**config.mk**
```make
export PLATFORM = sky130hd
export DESIGN_NAME = serial_adder_unit
export DESIGN_NICKNAME = d
export VERILOG_FILES = /design/src/rtl/serial_adder_pkg.sv /design/src/rtl/full_adder.sv /design/src/rtl/serial_adder_unit.sv
export SDC_FILE = /design/constraint.sdc
export NUM_CORES = 1
export LEC_CHECK = 0
export CAP_MARGIN = 30
export CORE_MARGIN = 2
export CORE_UTILIZATION = 45
export DETAILED_ROUTE_END_ITERATION = 7
export GPL_TIMING_DRIVEN = 0
export PLACE_DENSITY = 0.71
export SLEW_MARGIN = 25
export SYNTH_ARGS = -nofsm -noshare
export SYNTH_HDL_FRONTEND = slang
export SYNTH_SLANG_ARGS = --single-unit
```
**constraint.sdc**
```tcl
create_clock -name clk_i -period 1.8 [get_ports clk_i]
set_input_delay 0.45 -clock clk_i [delete_from_list [all_inputs] [get_ports clk_i]]
set_output_delay 0.45 -clock clk_i [all_outputs]
set_load 0.05 [all_outputs]
```
**src/rtl/serial_adder_pkg.sv**
```systemverilog
// Shared types for the bit-serial adder/subtractor.
//   serial_adder_state_e : controller states (IDLE -> SHIFT -> DONE -> IDLE)
//   DefaultWidth         : default operand/result width
package serial_adder_pkg;

  typedef enum logic [1:0] {
    IDLE  = 2'd0,
    SHIFT = 2'd1,
    DONE  = 2'd2
  } serial_adder_state_e;

  localparam int unsigned DefaultWidth = 8;

endpackage

```
**src/rtl/full_adder.sv**
```systemverilog
// Single-bit full adder; the only arithmetic element of the serial adder.
// Ports:
//   a_i, b_i, cin_i : addend bits and carry-in
//   sum_o           : a ^ b ^ cin
//   cout_o          : majority(a, b, cin)
module full_adder (
  input  logic a_i,
  input  logic b_i,
  input  logic cin_i,
  output logic sum_o,
  output logic cout_o
);

  assign sum_o  = a_i ^ b_i ^ cin_i;
  assign cout_o = (a_i & b_i) | (a_i & cin_i) | (b_i & cin_i);

endmodule

```
**src/rtl/serial_adder_unit.sv**
```systemverilog
// Bit-serial WIDTH-bit adder/subtractor. One operand pair is accepted over
// valid/ready, processed LSB first at one bit per cycle through a single
// full adder plus carry flop, and returned with its carry-out over valid/ready.
// Ports:
//   clk_i        : clock, all state on rising edge
//   rst_i        : synchronous active-high reset
//   in_valid_i   : operand pair valid
//   in_ready_o   : unit idle and able to accept operands
//   op_a_i       : operand A
//   op_b_i       : operand B
//   cin_i        : carry-in for add; ignored for subtract
//   sub_i        : 1 = A - B, 0 = A + B + cin
//   out_valid_o  : result valid
//   out_ready_i  : downstream accepts result
//   sum_o        : registered result (modulo 2^WIDTH)
//   cout_o       : registered carry-out; for subtract 1 = no borrow
module serial_adder_unit
  import serial_adder_pkg::*;
#(
  parameter int unsigned WIDTH = DefaultWidth
) (
  input  logic             clk_i,
  input  logic             rst_i,
  input  logic             in_valid_i,
  output logic             in_ready_o,
  input  logic [WIDTH-1:0] op_a_i,
  input  logic [WIDTH-1:0] op_b_i,
  input  logic             cin_i,
  input  logic             sub_i,
  output logic             out_valid_o,
  input  logic             out_ready_i,
  output logic [WIDTH-1:0] sum_o,
  output logic             cout_o
);

  localparam int unsigned CntW = (WIDTH > 1) ? $clog2(WIDTH) : 1;
  localparam logic [CntW-1:0] LastCnt = CntW'(WIDTH - 1);

  serial_adder_state_e state_q, state_d;

  logic [WIDTH-1:0] a_q, a_d;
  logic [WIDTH-1:0] b_q, b_d;
  logic [WIDTH-1:0] sum_q, sum_d;
  logic             carry_q, carry_d;
  logic [CntW-1:0]  cnt_q, cnt_d;

  // Result registers are separate from the shift register so sum_o/cout_o
  // hold the last result through IDLE and the next SHIFT phase.
  logic [WIDTH-1:0] res_q, res_d;
  logic             res_cout_q, res_cout_d;

  logic             fa_sum;
  logic             fa_cout;
  logic [WIDTH-1:0] sum_shift;

  full_adder u_full_adder (
    .a_i    (a_q[0]),
    .b_i    (b_q[0]),
    .cin_i  (carry_q),
    .sum_o  (fa_sum),
    .cout_o (fa_cout)
  );

  // New sum bit enters at the MSB so after WIDTH shifts bit 0 sits at the LSB.
  assign sum_shift = {fa_sum, sum_q[WIDTH-1:1]};

  always_comb begin
    state_d     = state_q;
    a_d         = a_q;
    b_d         = b_q;
    sum_d       = sum_q;
    carry_d     = carry_q;
    cnt_d       = cnt_q;
    res_d       = res_q;
    res_cout_d  = res_cout_q;
    in_ready_o  = 1'b0;
    out_valid_o = 1'b0;

    unique case (state_q)
      IDLE: begin
        in_ready_o = 1'b1;
        if (in_valid_i) begin
          a_d     = op_a_i;
          // Subtract as A + ~B + 1; cin_i is deliberately ignored here.
          b_d     = sub_i ? ~op_b_i : op_b_i;
          carry_d = sub_i ? 1'b1 : cin_i;
          cnt_d   = '0;
          state_d = SHIFT;
        end
      end

      SHIFT: begin
        a_d     = {1'b0, a_q[WIDTH-1:1]};
        b_d     = {1'b0, b_q[WIDTH-1:1]};
        sum_d   = sum_shift;
        carry_d = fa_cout;
        cnt_d   = cnt_q + CntW'(1);
        if (cnt_q == LastCnt) begin
          res_d      = sum_shift;
          res_cout_d = fa_cout;
          state_d    = DONE;
        end
      end

      DONE: begin
        out_valid_o = 1'b1;
        if (out_ready_i) begin
          state_d = IDLE;
        end
      end

      default: begin
        state_d = IDLE;
      end
    endcase
  end

  always_ff @(posedge clk_i) begin
    if (rst_i) begin
      state_q    <= IDLE;
      a_q        <= '0;
      b_q        <= '0;
      sum_q      <= '0;
      carry_q    <= 1'b0;
      cnt_q      <= '0;
      res_q      <= '0;
      res_cout_q <= 1'b0;
    end else begin
      state_q    <= state_d;
      a_q        <= a_d;
      b_q        <= b_d;
      sum_q      <= sum_d;
      carry_q    <= carry_d;
      cnt_q      <= cnt_d;
      res_q      <= res_d;
      res_cout_q <= res_cout_d;
    end
  end

  assign sum_o  = res_q;
  assign cout_o = res_cout_q;

endmodule

```
Yosys cells after proc, flatten, opt, wreduce, memory -nomap -nowiden
Index checks and enable logic that the tools add are counted.

Bits of input ports: 22. Logic and storage cells: 44. Bits in registers: 39. Memory bits (writable): 0. Output and inout port bits: 11. Memories: 0. ROM bits: 0. Bits in latches: 0.

Magnitude comparators: 0. Reduce and logical (&&, ||, !) cells: 5. Add/sub/neg operators: 1. Mux-type cells: 16. Shift operators: 0. Multiply operators: 0. Bitwise logic cells: 8. Div/mod/pow operators: 0. Eq/ne operators: 6.

Operators with widths (count): $pmux 8 s2 (2); $mux 8 (3); $not 8->8 (1); $mux 2 (3); $ne 2x2->1 const B (3); $pmux 2 s3 (1); $pmux 3 s2 (1); $mux 1 (4); $reduce_and 2->1 (2); $add 3x1->3 const B (1); $and 1x1->1 (3); $eq 3x3->1 const B (1); $mux 3 (1); $reduce_and 3->1 (1); $eq 2x1->1 const B (1); $eq 2x2->1 const B (1); $logic_not 2->1 (1); $or 1x1->1 (2); $pmux 1 s2 (1); $reduce_bool 2->1 (1); $xor 1x1->1 (2).

Longest topological paths before layout
Gate-level depths: netlist (run 1).

Depth after elaboration: 4. Depth in mapped cells: 6. Gate-level depth less buffers: 5.

Modules after synthesis
A second synthesis (run 1) with hierarchy kept.

Cells, all modules: 189. Area total of the unflattened synthesis: 1655.3 µm².

Modules (own cells, without submodules): serial_adder_unit (cells each 188, area each 1635.3 µm², times used 1, seq. area each 760.7 µm²); full_adder (cells each 1, area each 20.0 µm², times used 1, seq. area each 0.0 µm²).

Worst setup path after synthesis (run 1)
Ideal clock, no wire load.

Kind: reg2out. Start: register state_q[1]. End: output port in_ready_o. Data required time: 1.350 ns. Path buffers: 1. Stages on the path, launching flop included: 3. Arrival: 1.173 ns. Path slack: 0.177 ns. Cells stage by stage: dfxtp_1 buf_2 nor2_1.

Cells in the longest elaborated chain, start to end: 2.

RTL lines: start, declared (line serial_adder_unit.sv:39) `serial_adder_state_e state_q, state_d;`; start signal, assigned (line serial_adder_unit.sv:129) `state_q <= state_d;`; $logic_not 2->1 (line serial_adder_unit.sv:79) `unique case (state_q)`; $mux 1 (line serial_adder_unit.sv:79); end, declared (line serial_adder_unit.sv:25) `output logic in_ready_o,`.

Every way passes these cells.

Worst setup path in the final report (run 1)
Ends and elaborated chain as after synthesis.

==> results.md, run 1 <==
* Critical Path Slowest Stage Cell: dfxtp_2
* Post-Syn Area at 0.00165 sq mm
* Final net count at 251
* Worst min path class: flip-flop to flip-flop
* Mapped Nets at 214
* Final setup violation count at 0
* Vias after detailed routing at 1408
* Clock power frac at 37.9%
* Hold-fix buffers at CTS at 0
* Max-capacitance violation count at 0
* Final hold vios at 0
* GPL Wtd Cong at 0.755
* Status: completed
* Minimum clock period at 1.65 ns
* Largest net degree at the start of global routing at 13
* Die H at 64.6 um
* VDD IR max at 0.522 mV
* Ports at 33
* Worst reg-to-reg path cell count at 5
* Slowest Stage Delay on Critical Path at 0.36 ns
* Bufs on Longest Clock Path at 2
* Vias per cell at 5.12
* Clock buffer count from CTS at 5
* Fmax at 606 MHz
* Hold Slack at 0.453 ns
* Rows at 22
* Clk_skew at 0.00729 ns
* #FFs+latches synth at 38
* Mean Syn Cell Area at 8.75 sq um
* Crit Path Max Fanout at 10
* Post-DP HPWL at 2380 um
* Reg2Reg Launch Point: cnt_q[0]
* # Post-CTS Setup Buffers at 0
* Worst r2r dst: cout_o
* Port bufs at 31
* PwrDens at 862 mW/mm^2
* Sw Pwr at 0.418 mW
* Die area at 0.00418 sq mm
* Worst slew pin tran at 0.489 ns
* Synth async-reset ratio at 0%
* Design area at 0.00212 sq mm
* Final wirelength at 3360 um
* Post-synth top area cell: dfxtp_1
* Crit path launch: state_q[1]
* Startpoint types: flip-flop
* Cells along the critical path: buf_4 -> nor2_1 -> buf_2
* Leakage power total at 0.826 nW
* Fraction of layout cells with a size suffix above 1 at 11.5%
* # clock sinks at 38
* Synth top area cells: dfxtp_1, a21oi_1, a22oi_1
* Yosys top cell area share at 46.0%
* CP required at 1.35 ns
* Congestion Overflow GR at 0
* ANT nets after route at 0
* Rel. slew slack at 67.5%
* Internal at 1.41 mW
* Residual DRC at 0
* Die W at 64.6 um
* Initial detailed-routing violation count at 97
* Drt pass-1 iters at 4
* Critical path class: flip-flop to output port
* Clock latency at the later pin of the worst-skew pair at 0.29 ns
* Worst setup endpoint: in_ready_o
* Starting Density at 45.9%
* DP Area at 0.00202 sq mm
* DP Cell Count at 268
* Ys flop type: dfxtp_1
* Critical path arrival at 1.20 ns
* Number of global-route vias before repair at 1332
* First-pass GRT wire length at 5980 um
* Warning count from the yosys run at 0
* Post-Layout Cell Count at 275
* Drt wl/cell at 12.2 um
* Ant. Diodes at 0
* CTS tree: done
* Synth cell types at 28
* Comb pwr share at 12.7%
* Worst Setup End Kind: output port
* Synthesis-to-layout area growth at 28.0%
* Sw frac at 22.9%
* Tot GR Track Use at 18.4%
* Flop pwr share at 49.4%
* Core area at 0.00361 sq mm
* Clock-pin slew on the worst setup and hold paths at 0.07 ns
* Antenna violations before repair at 0
* CTS root buf: clkbuf_8
* Cell count after synthesis at 189
* Layout Utilization at 58.7%
* Period utilisation layout at 91.7%
* Slew Viols, Final at 0
* Number of synthesized flops with an enable pin at 0
* H-tree Lvls at 2
* Post-synthesis sequential area ratio at 46.0%
* RSZ-0062 raised after global routing: no
* Reg2Reg Setup Slack at 0.24 ns
## worst max-delay path, delay by kind of cell, from the launching register on
kind                   cells  cell delay (ns)
buffers and inverters      2             0.44
flip-flops                 1             0.36
AND/OR/NAND/NOR            1             0.10
## metal layers
layer,up-vias,routed length (um),global-route usage (%)
li1,726,-,-
met1,636,1560,24.8
met2,44,1600,27.6
met3,2,182,5.56
met4,0,14,7.18
met5,-,0,0
## layout make-up
cell class,instances,area (sq um)
Tap cell,48,60.1
Timing Repair Buffer,31,289
Sequential cell,38,763
Fill cell,355,1490
Inverter,1,3.75
Multi-Input combinational cell,135,810
Buffer,14,82.6
Clock buffer,5,68.8
Clock inverter,3,40.0
## power groups by stage
| stage | Sequential [mW] | Combinational [mW] | Clock, mW |
|---|---|---|---|
| floorplan | 0.915 | 0.153 | 0 |
| global placement | 0.920 | 0.229 | 0 |
| detailed placement | 0.921 | 0.233 | 0 |
| CTS | 0.902 | 0.234 | 0.706 |
| global route | 0.907 | 0.261 | 0.745 |
| finish | 0.902 | 0.232 | 0.692 |
## kinds of logic (layout without fill, tap and decap cells)
| family | after synthesis | after routing | synth area share [%] |
|---|---|---|---|
| multiplexers | 3 | 3 | 1.82 |
| adder cells (fa/ha/maj) | 3 | 3 | 2.72 |
| AND/OR/NAND/NOR | 77 | 77 | 24.2 |
| buffers and inverters | 16 | 54 | 5.07 |
| XOR/XNOR | 8 | 8 | 4.24 |
| AO/OA/AOI/OAI | 44 | 44 | 16.0 |
| flip-flops | 38 | 38 | 46.0 |
## sequential cells by signal, indices dropped and copies added, names as in the netlist
| name | cells |
|---|---|
| a_q | 8 |
| b_q | 8 |
| carry_q | 1 |
| cnt_q | 3 |
| cout_o | 1 |
| state_q | 2 |
| sum_o | 8 |
| sum_q | 7 |
## worst min-delay path by stage
stage	from	endpoint	slack, ns	depth (start not counted)
2_1_floorplan	sum_q[1]	sum_q[1]	0.44	2
3_3_place_gp	sum_q[1]	sum_q[1]	0.44	2
3_5_place_dp	sum_q[1]	sum_q[1]	0.45	2
4_1_cts	sum_o[0]	sum_o[0]	0.46	2
5_1_grt	sum_o[0]	sum_o[0]	0.47	2
6_report	sum_o[0]	sum_o[0]	0.45	2
## synth_stat cells (all sizes together) (2+ instances only)
| cell | n |
|---|---|
| a21oi | 24 |
| a22oi | 11 |
| buf | 10 |
| clkbuf | 5 |
| dfxtp | 38 |
| ha | 2 |
| mux2i | 3 |
| nand2 | 22 |
| nand2b | 11 |
| nand3 | 8 |
| nor2 | 15 |
| nor2b | 2 |
| nor3 | 9 |
| o22ai | 7 |
| or3b | 7 |
| xnor2 | 7 |
## stage by stage
step	setup WS [ns]	setup TNS (ns)	power, mW
floorplan	0.177	0	1.07
global placement	-0.160	-3.99	1.15
detailed placement	-0.199	-4.53	1.15
CTS	0.00336	0	1.84
global route	0.0146	0	1.91
finish	0.149	0	1.83
## placed cells by master, fill, tap and decap left out, types with 3 or more instances in the layout
cell type        synthesis  routed
dfxtp_1                 38      36
a21oi_1                 24      24
nand2_1                 22      22
clkdlybuf4s50_1          0      20
nor2_1                  15      15
nand2b_1                11      11
a22oi_1                 11      11
nor3_1                   9       9
dlygate4sd2_1            0       9
nand3_1                  8       8
or3b_1                   7       7
xnor2_1                  7       7
o22ai_1                  7       7
buf_2                    6       6
clkbuf_8                 0       5
buf_4                    2       4
clkbuf_1                 4       3
mux2i_1                  3       3
## repair_timing
item / CTS / global route
setup endpoints to repair: 11 / 9
resized for setup: 19 / 5
hold endpoints to repair: 0 / 0
Power figures use the tool's default switching activity.
==> run 2: changes to the inputs <==
Settings changed: CTS_CLUSTER_SIZE from default to 28.
==> results of run 2 <==
Same layout as run 1: the final DEF is identical, and so are final timing and power.
==> run 3: changes to the inputs <==
Settings changed: MAX_ROUTING_LAYER from default to met4.
==> results of run 3 <==
Same layout as run 1: the final DEF is identical, and so are final timing and power.
Main changes from that run: final weighted congestion in routability-driven placement 0.755 -> 0.765; overall routing resource usage 18.4% -> 18.9%
